File: config.mk
export PLATFORM = sky130hd
export DESIGN_NAME = rom_scan_ctrl
export DESIGN_NICKNAME = d
export VERILOG_FILES = /design/src/rtl/rom_scan_ctrl_pkg.sv /design/src/rtl/rom_scan_ctrl_bcd_dd_step.sv /design/src/rtl/rom_scan_ctrl.sv
export SDC_FILE = /design/constraint.sdc
export NUM_CORES = 1
export LEC_CHECK = 0
export CORE_MARGIN = 8
export CORE_UTILIZATION = 50
export DETAILED_ROUTE_END_ITERATION = 7
export MAX_ROUTING_LAYER = met4
export PLACE_DENSITY = 0.77
export SLEW_MARGIN = 20
export SYNTH_ARGS = -nofsm -noshare
export SYNTH_HDL_FRONTEND = slang
export SYNTH_SLANG_ARGS = --single-unit
File: constraint.sdc
create_clock -name CLOCK_50 -period 1.71 [get_ports CLOCK_50]
set_input_delay 0.171 -clock CLOCK_50 [delete_from_list [all_inputs] [get_ports CLOCK_50]]
set_output_delay 0.171 -clock CLOCK_50 [all_outputs]
set_load 0.01 [all_outputs]
File: src/rtl/rom_scan_ctrl_pkg.sv
// Shared types and constants for the ROM scan sequencer and its serial BCD converter.
package rom_scan_ctrl_pkg;

    typedef enum logic [1:0] {
        ST_IDLE = 2'd0,
        ST_WAIT = 2'd1,
        ST_CONV = 2'd2,
        ST_DONE = 2'd3
    } scan_state_t;

    localparam int         BCD_DIGITS  = 4;
    localparam int         BCD_W       = 4 * BCD_DIGITS;
    localparam logic [3:0] ADD3_THRESH = 4'd5;

    // Pre-shift correction: a digit of 5 or more would exceed 9 once doubled.
    function automatic logic [3:0] dd_adjust(input logic [3:0] nib);
        return (nib >= ADD3_THRESH) ? nib + 4'd3 : nib;
    endfunction

endpackage

File: src/rtl/rom_scan_ctrl_bcd_dd_step.sv
// One combinational double-dabble iteration: add-3 correction on every digit, then shift
// the scratch left by one with a new binary bit entering at the bottom.
module bcd_dd_step
    import rom_scan_ctrl_pkg::*;
(
    input  logic [BCD_W-1:0] scratch_in,
    input  logic             bit_in,
    output logic [BCD_W-1:0] scratch_out
);

    // The carry out of the top digit is dropped, which is what limits the range to 9999.
    always_comb begin
        logic [3:0] adj;
        logic       carry;
        scratch_out = '0;
        adj         = '0;
        carry       = bit_in;
        for (int i = 0; i < BCD_DIGITS; i++) begin
            adj                   = dd_adjust(scratch_in[4*i +: 4]);
            scratch_out[4*i +: 4] = {adj[2:0], carry};
            carry                 = adj[3];
        end
    end

endmodule

File: src/rtl/rom_scan_ctrl.sv
// Lookup ROM sequencer: selects a manual or auto-scanned address, waits out the ROM read
// latency, converts the returned word to BCD serially and holds the digits for display.
module rom_scan_ctrl
    import rom_scan_ctrl_pkg::*;
#(
    parameter int ADDR_W   = 10,
    parameter int DATA_W   = 10,
    parameter int ROM_LAT  = 1,
    parameter int ADDR_MAX = 1023
) (
    input  logic              CLOCK_50,
    input  logic              RESET_N,
    input  logic              mode,
    input  logic [ADDR_W-1:0] addr_sw,
    input  logic              tick,
    output logic [ADDR_W-1:0] rom_addr,
    input  logic [DATA_W-1:0] rom_q,
    output logic [3:0]        bcd0,
    output logic [3:0]        bcd1,
    output logic [3:0]        bcd2,
    output logic [3:0]        bcd3,
    output logic              valid,
    output logic              busy
);

    localparam int                WCNT_W    = (ROM_LAT < 1) ? 1 : $clog2(ROM_LAT + 1);
    localparam int                ICNT_W    = $clog2(DATA_W + 1);
    localparam logic [ADDR_W-1:0] ADDR_LAST = ADDR_W'(ADDR_MAX);

    scan_state_t       state_q, state_d;
    logic [ADDR_W-1:0] rom_addr_q, rom_addr_d;
    logic [ADDR_W-1:0] last_addr_q, last_addr_d;
    logic              pending_q, pending_d;
    logic [WCNT_W-1:0] wait_cnt_q, wait_cnt_d;
    logic [ICNT_W-1:0] iter_cnt_q, iter_cnt_d;
    logic [DATA_W-1:0] shift_q, shift_d;
    logic [BCD_W-1:0]  scratch_q, scratch_d;
    logic [BCD_W-1:0]  bcd_q, bcd_d;

    logic [BCD_W-1:0]  scratch_step;
    logic              launch;
    logic [ADDR_W-1:0] launch_addr;

    bcd_dd_step u_dd_step (
        .scratch_in  (scratch_q),
        .bit_in      (shift_q[DATA_W-1]),
        .scratch_out (scratch_step)
    );

    always_ff @(posedge CLOCK_50 or negedge RESET_N) begin
        if (!RESET_N) begin
            state_q     <= ST_IDLE;
            rom_addr_q  <= '0;
            last_addr_q <= '1;
            pending_q   <= 1'b0;
            wait_cnt_q  <= '0;
            iter_cnt_q  <= '0;
            shift_q     <= '0;
            scratch_q   <= '0;
            bcd_q       <= '0;
        end else begin
            state_q     <= state_d;
            rom_addr_q  <= rom_addr_d;
            last_addr_q <= last_addr_d;
            pending_q   <= pending_d;
            wait_cnt_q  <= wait_cnt_d;
            iter_cnt_q  <= iter_cnt_d;
            shift_q     <= shift_d;
            scratch_q   <= scratch_d;
            bcd_q       <= bcd_d;
        end
    end

    always_comb begin
        state_d     = state_q;
        rom_addr_d  = rom_addr_q;
        last_addr_d = last_addr_q;
        pending_d   = pending_q;
        wait_cnt_d  = wait_cnt_q;
        iter_cnt_d  = iter_cnt_q;
        shift_d     = shift_q;
        scratch_d   = scratch_q;
        bcd_d       = bcd_q;
        launch      = 1'b0;
        launch_addr = rom_addr_q;

        // Only one tick can be remembered while a conversion is running.
        if (!mode) begin
            pending_d = 1'b0;
        end else if (tick && (state_q != ST_IDLE)) begin
            pending_d = 1'b1;
        end

        case (state_q)
            ST_IDLE: begin
                if (!mode) begin
                    if (addr_sw != last_addr_q) begin
                        launch      = 1'b1;
                        launch_addr = addr_sw;
                    end
                end else if (tick || pending_q) begin
                    launch      = 1'b1;
                    launch_addr = (rom_addr_q == ADDR_LAST) ? '0 : rom_addr_q + ADDR_W'(1);
                end
                if (launch) begin
                    rom_addr_d  = launch_addr;
                    last_addr_d = launch_addr;
                    wait_cnt_d  = '0;
                    pending_d   = 1'b0;
                    state_d     = ST_WAIT;
                end
            end
            ST_WAIT: begin
                if (wait_cnt_q == WCNT_W'(ROM_LAT)) begin
                    shift_d    = rom_q;
                    scratch_d  = '0;
                    iter_cnt_d = '0;
                    state_d    = ST_CONV;
                end else begin
                    wait_cnt_d = wait_cnt_q + WCNT_W'(1);
                end
            end
            ST_CONV: begin
                scratch_d  = scratch_step;
                shift_d    = shift_q << 1;
                iter_cnt_d = iter_cnt_q + ICNT_W'(1);
                // Digits are published only from the last iteration, never part-way.
                if (iter_cnt_q == ICNT_W'(DATA_W - 1)) begin
                    bcd_d   = scratch_step;
                    state_d = ST_DONE;
                end
            end
            ST_DONE: begin
                state_d = ST_IDLE;
            end
            default: begin
                state_d = ST_IDLE;
            end
        endcase
    end

    assign rom_addr = rom_addr_q;
    assign bcd0     = bcd_q[3:0];
    assign bcd1     = bcd_q[7:4];
    assign bcd2     = bcd_q[11:8];
    assign bcd3     = bcd_q[15:12];
    assign valid    = (state_q == ST_DONE);
    assign busy     = (state_q != ST_IDLE);

endmodule

# Word-level counts from Yosys, hierarchy flattened
# Index checks and enable logic that the tools add are counted.
# totals
regBits	70
input_bits	24
out_inout_bits	28
wordCells	69
# classes
n_addsub	7
n_lt_le_gt_ge	4
eq_ne	9
muxes	29
reduce_logical	11
# op_table
cell	n
10-bit 2-to-1 mux	5
16-bit case mux with 2 select lines	1
10-bit case mux with 2 select lines	1
4-bit by 3-bit >= comparator with 1-bit output, second input constant	4
16-bit 2-to-1 mux	1
4-bit 2-to-1 mux	4
4-bit by 2-bit adder with 4-bit output, second input constant	3
10-bit by 1-bit adder with 10-bit output, second input constant	1
10-bit == test, second input constant	1
1-bit 2-to-1 mux	10
10-bit inequality test	1
2-bit case mux with 4 select lines	1
4-bit case mux with 2 select lines	1
2-bit AND reduction	4
2-bit 2-to-1 mux	3
2-bit inequality test, second input constant	3
2-bit nonzero test	3
4-bit by 1-bit adder with 4-bit output, second input constant	1
2-bit == test, second input constant	2
4-bit == test, second input constant	1
3-bit by 2-bit adder with 3-bit output, second input constant	1
3-bit 2-to-1 mux	1
3-bit AND reduction	1
2-bit by 1-bit == test with 1-bit output, second input constant	1
5 further kinds	5

# Depth between registers and ports, before layout
# depth
depth_word	6
mapped_depth	8
ltp_nobuf	7

# Hierarchy
# Synthesis repeated with hierarchy kept, for this count alone.
# unflattened
cells_unflattened	355
area_unflattened_um2	3838.7
# by_module_without_submodules
mod	instances	cells_each	area_per_inst_um2	seq_area_each_um2
rom_scan_ctrl	1	294	3445.8	1764.2
bcd_dd_step	1	61	392.9	0.0

# Worst setup path before layout
# OpenSTA, ideal clock, no wires.
# synth_timing
path_type	reg-to-reg
start	register rom_addr_q[0] (netlist: rom_addr[0])
end	register rom_addr_q[7] (netlist: rom_addr[7])
setup_time_ns	0.125
t_arrival_ns	1.774
required_ns	1.585
slack_ns	-0.188
stages_incl_launch_ff	7
path_buffers	0
synth_period_minus_slack_ns	1.898
path_cell_list	dfrtp_1 -> ha_1 -> o211ai_1 -> o41ai_2 -> nor2_1 -> a211o_1 -> mux2_2
# synth_via
elab_chain_len	4
word_cells_on_any_way	5
cone_classes	add/sub (1); eq/ne (1); mux (3)
# synth_rtl
element	line	rtl
from (decl)	rom_scan_ctrl.sv:31	logic [ADDR_W-1:0] rom_addr_q, rom_addr_d;
from (signal assigned)	rom_scan_ctrl.sv:63	rom_addr_q <= rom_addr_d;
10-bit by 1-bit adder with 10-bit output / 10-bit == test (equally long branches)	rom_scan_ctrl.sv:103	launch_addr = (rom_addr_q == ADDR_LAST) ? '0 : rom_addr_q + ADDR_W'(1);
10-bit 2-to-1 mux *	rom_scan_ctrl.sv:103	
10-bit 2-to-1 mux *	rom_scan_ctrl.sv:101	end else if (tick || pending_q) begin
10-bit 2-to-1 mux *	rom_scan_ctrl.sv:96	if (!mode) begin
# Mark *: on every way between the ends. The rest lies on a longest branch, timed or not.
# A chain may end at the register's enable or synchronous reset.

# Final worst setup path
# layout_timing
start	register last_addr_q[1]
end	register rom_addr_q[2] (netlist: rom_addr[2])
# layout_via
elab_chain_len	5
word_cells_on_any_way	7
cone_classes	eq/ne (1); mux (5); reduce/logical (1)
# layout_rtl
element	line	rtl
from (decl)	rom_scan_ctrl.sv:32	logic [ADDR_W-1:0] last_addr_q, last_addr_d;
from (signal assigned)	rom_scan_ctrl.sv:64	last_addr_q <= last_addr_d;
10-bit inequality test *	rom_scan_ctrl.sv:97	if (addr_sw != last_addr_q) begin
1-bit 2-to-1 mux	rom_scan_ctrl.sv:97	
1-bit 2-to-1 mux	rom_scan_ctrl.sv:96	
1-bit 2-to-1 mux	rom_scan_ctrl.sv:94	case (state_q)
2-bit AND reduction (no source line)	-	
# Mark *: on every way between the ends. The rest lies on a longest branch, timed or not. The select of a mux whose other input is x is not followed.

==> results.md <==
* CTS tree: done
* Pwr dens at 1760 mW/mm^2
* Prevailing post-synth register cell: dfrtp_1
* Critical Path Sink Type: flop
* First-pass GRT wire length at 15900 um
* Die Ht at 103 um
* Synthesis Warnings at 0
* Non-Filler Instances at 601
* Die Wd at 103 um
* Vias per cell at 5.55
* Actual slew at the worst max-slew pin at 327 ps
* CP Depth at 6
* Synth top area share at 0.398
* Final hold slack at 245 ps
* Overall power at 9.31 mW
* Relative slew slack at 0.779
* Seq/Total Area, Yosys at 0.468
* Pin count of the biggest net entering global routing at 31
* Int Power at 5.71 mW
* Sequential power share at 0.315
* Worst Skew at 5.47 ps
* Max FO, Critical Path at 8
* Clock root buffer: clkbuf_8
* Failing checks: setup timing
* Detailed placer's ending HPWL at 6930 um
* Share of cells above drive strength 1 at 0.279
* VDD IR max at 1050 uV
* Syn Inst Count at 384
* Place WS at -458 ps
* WP data required at 1930 ps
* CP cell instances: xor2_2 > nor4_4 > nand3_4 > o21a_4 > buf_6 > mux2_2
* Core ar. at 0.00729 mm^2
* Grt ovf at 0
* Port Buf Inserts at 51
* Most frequent cells in the layout: 59 x dfrtp_1, 56 x buf_4, 50 x o21ai_0, 47 x clkdlybuf4s50_1, 44 x nand2_1
* CP top delay family: flip-flops
* Commonest non-fill, non-tap cell in the layout: dfrtp_1
* RSZ-0062 raised after global routing: true
* FF-to-FF End: rom_addr[2]$_DFFE_PN0P_
* Final WL at 9610 um
* Setup violators final at 22
* CTS buffer count at 9
* Die area at 0.0106 mm^2
* Initial antenna violation count at 0
* Drt initial violations at 176
* EDFF count, synth at 0
* Number of clock sinks at 70
* Hold Path Class: in2async
* Max_cap viols at 0
* Critical Path AT at 2110 ps
* Starting Density at 0.517
* Multi-input gate area at 0.00202 mm^2
* Worst setup margin at -177 ps
* Row count at 31
* Vias in the first global route at 3490
* R2r setup slk at -180 ps
* RR Startpoint: last_addr_q[1]$_DFFE_PN1P_
* Worst-Skew Late Latency at 340 ps
* Longest Clk Path Bufs at 2
* Worst R2R Path Depth at 6
* Worst Setup SP: last_addr_q[1]$_DFFE_PN1P_
* Final hold violation count at 0
* Fmax at 0.530 GHz
* Fillcell total at 521
* DRC viols at 0
* Post-Syn Area at 0.00377 mm^2
* Net count after synthesis at 423
* H-tree depth at 3
* Placed cells at 576
* TNS Setup at -2170 ps
* Final #Nets at 536
* Max-slew violation count at 0
* I/O pin total at 52
* Area Overhead vs Synth at 40.2%
* Status: finished, violations left
* CP Launch Type: flop
* Area leader, netlist: dfrtp_1
* Net Switching at 3.61 mW
* Crit path buffers/inverters at 1
* Combinational share of power at 0.525
* Ranking of synthesized cells by area: dfrtp_1 40%, dfstp_2 7.0%, o21ai_0 6.9%
* Post-synth ARST share at 1.00
* Max incr delay on CP at 560 ps
* Ant diodes at 0
* Clock transition at the registers of the reported paths at 80 ps
* GRT Overall Usage at 0.195
* Post-route ant nets at 0
* Routability cong. at 0.913
* Vias at 3335
* Worst Path Class, Setup: reg2reg
* Clock power frac at 0.161
* Synth cell types at 57
* #FFs+latches synth at 70
* WL per Instance at 16.0 um
* FF+latch area at 0.00177 mm^2
* DRT Pass-1 Iters at 5
* Min Tclk post-route at 1890 ps
* Syn Area/Cell at 9.82 um^2
* Leakage power at 2.24 nW
* Sw frac at 0.387
* Cell at the slowest stage of the critical path: dfstp_2
* Final Cycle Share at 1.10
-- power groups by stage --
stage	sequential [mW]	combinational [mW]	clock (mW)
floorplan	2.94	2.52	0
global placement	2.86	4.36	0
detailed placement	2.90	4.54	0
CTS	2.88	4.63	1.52
global route	3.02	5.36	1.59
finish	2.93	4.89	1.50
-- through the flow --
stage               area (um^2)  utilization
floorplan                  3790            -
detailed placement         4820        0.661
finish                     5290        0.725
global placement           4820        0.661
CTS                        5160        0.708
global route               5290        0.725
-- worst max path at each step --
stage	to	slack (ps)
after floorplan	last_addr_q[0]$_DFFE_PN1P_	-170
after global placement	wait_cnt_q$_DFFE_PN0P_	-360
after detailed placement	wait_cnt_q$_DFFE_PN0P_	-460
after CTS	rom_addr[2]$_DFFE_PN0P_	-180
after global routing	rom_addr[7]$_DFFE_PN0P_	-230
final	rom_addr[2]$_DFFE_PN0P_	-180
-- kinds of logic (layout without fill, tap and decap cells) --
group                    after synthesis  after routing  synth area share
adder cells (fa/ha/maj)               15             15            0.0498
multiplexers                          16             16            0.0458
XOR/XNOR                              19             19            0.0441
buffers and inverters                 37            155            0.0421
AND/OR/NAND/NOR                       98             98             0.136
AO/OA/AOI/OAI                        129            129             0.215
flip-flops                            70             70             0.468
-- layout make-up --
type / instances / share of cell area
inverter: 21 / 0.0149
multi-input combinational: 277 / 0.383
clock inverter: 5 / 0.0156
tap: 99 / 0.0234
sequential: 70 / 0.334
timing repair buffer: 118 / 0.203
clock buffer: 11 / 0.0267
-- state kept, by name, indices dropped and copies added (netlist names) --
register     cells
wait_cnt_q       1
last_addr_q     10
rom_addr        10
scratch_q       16
iter_cnt_q       4
shift_q         10
state_q          2
pending_q        1
bcd_q           16
-- cell usage after synthesis (all sizes together) (4+ instances only) --
cell type,count
nand2,45
o21ai,53
nand2b,5
inv,21
mux2i,6
xnor2,5
nor3b,7
dfstp,10
nor2,16
o22ai,12
a21oi,25
o32a,4
mux2,10
xor2,14
o21a,6
dfrtp,60
ha,15
nor4,4
nor3,6
o221a,4
clkbuf,13
-- per-layer routing --
| layer | GRT usage | wire (um) |
|---|---|---|
| met5 | - | 0 |
| met4 | 0.0890 | 127 |
| met3 | 0.0351 | 560 |
| met2 | 0.327 | 4890 |
| met1 | 0.224 | 4030 |
-- what timing repair did --
action | 4_1_cts | 5_1_grt
pin swaps | 11 | 8
gates resized for setup | 22 | 24
setup endpoints to repair | 24 | 45
hold buffers | 1 | 0
cloned | 0 | 1
setup buffers | 4 | 3
hold endpoints to repair | 9 | 0
No activity file was read; power rests on OpenSTA's default activity.
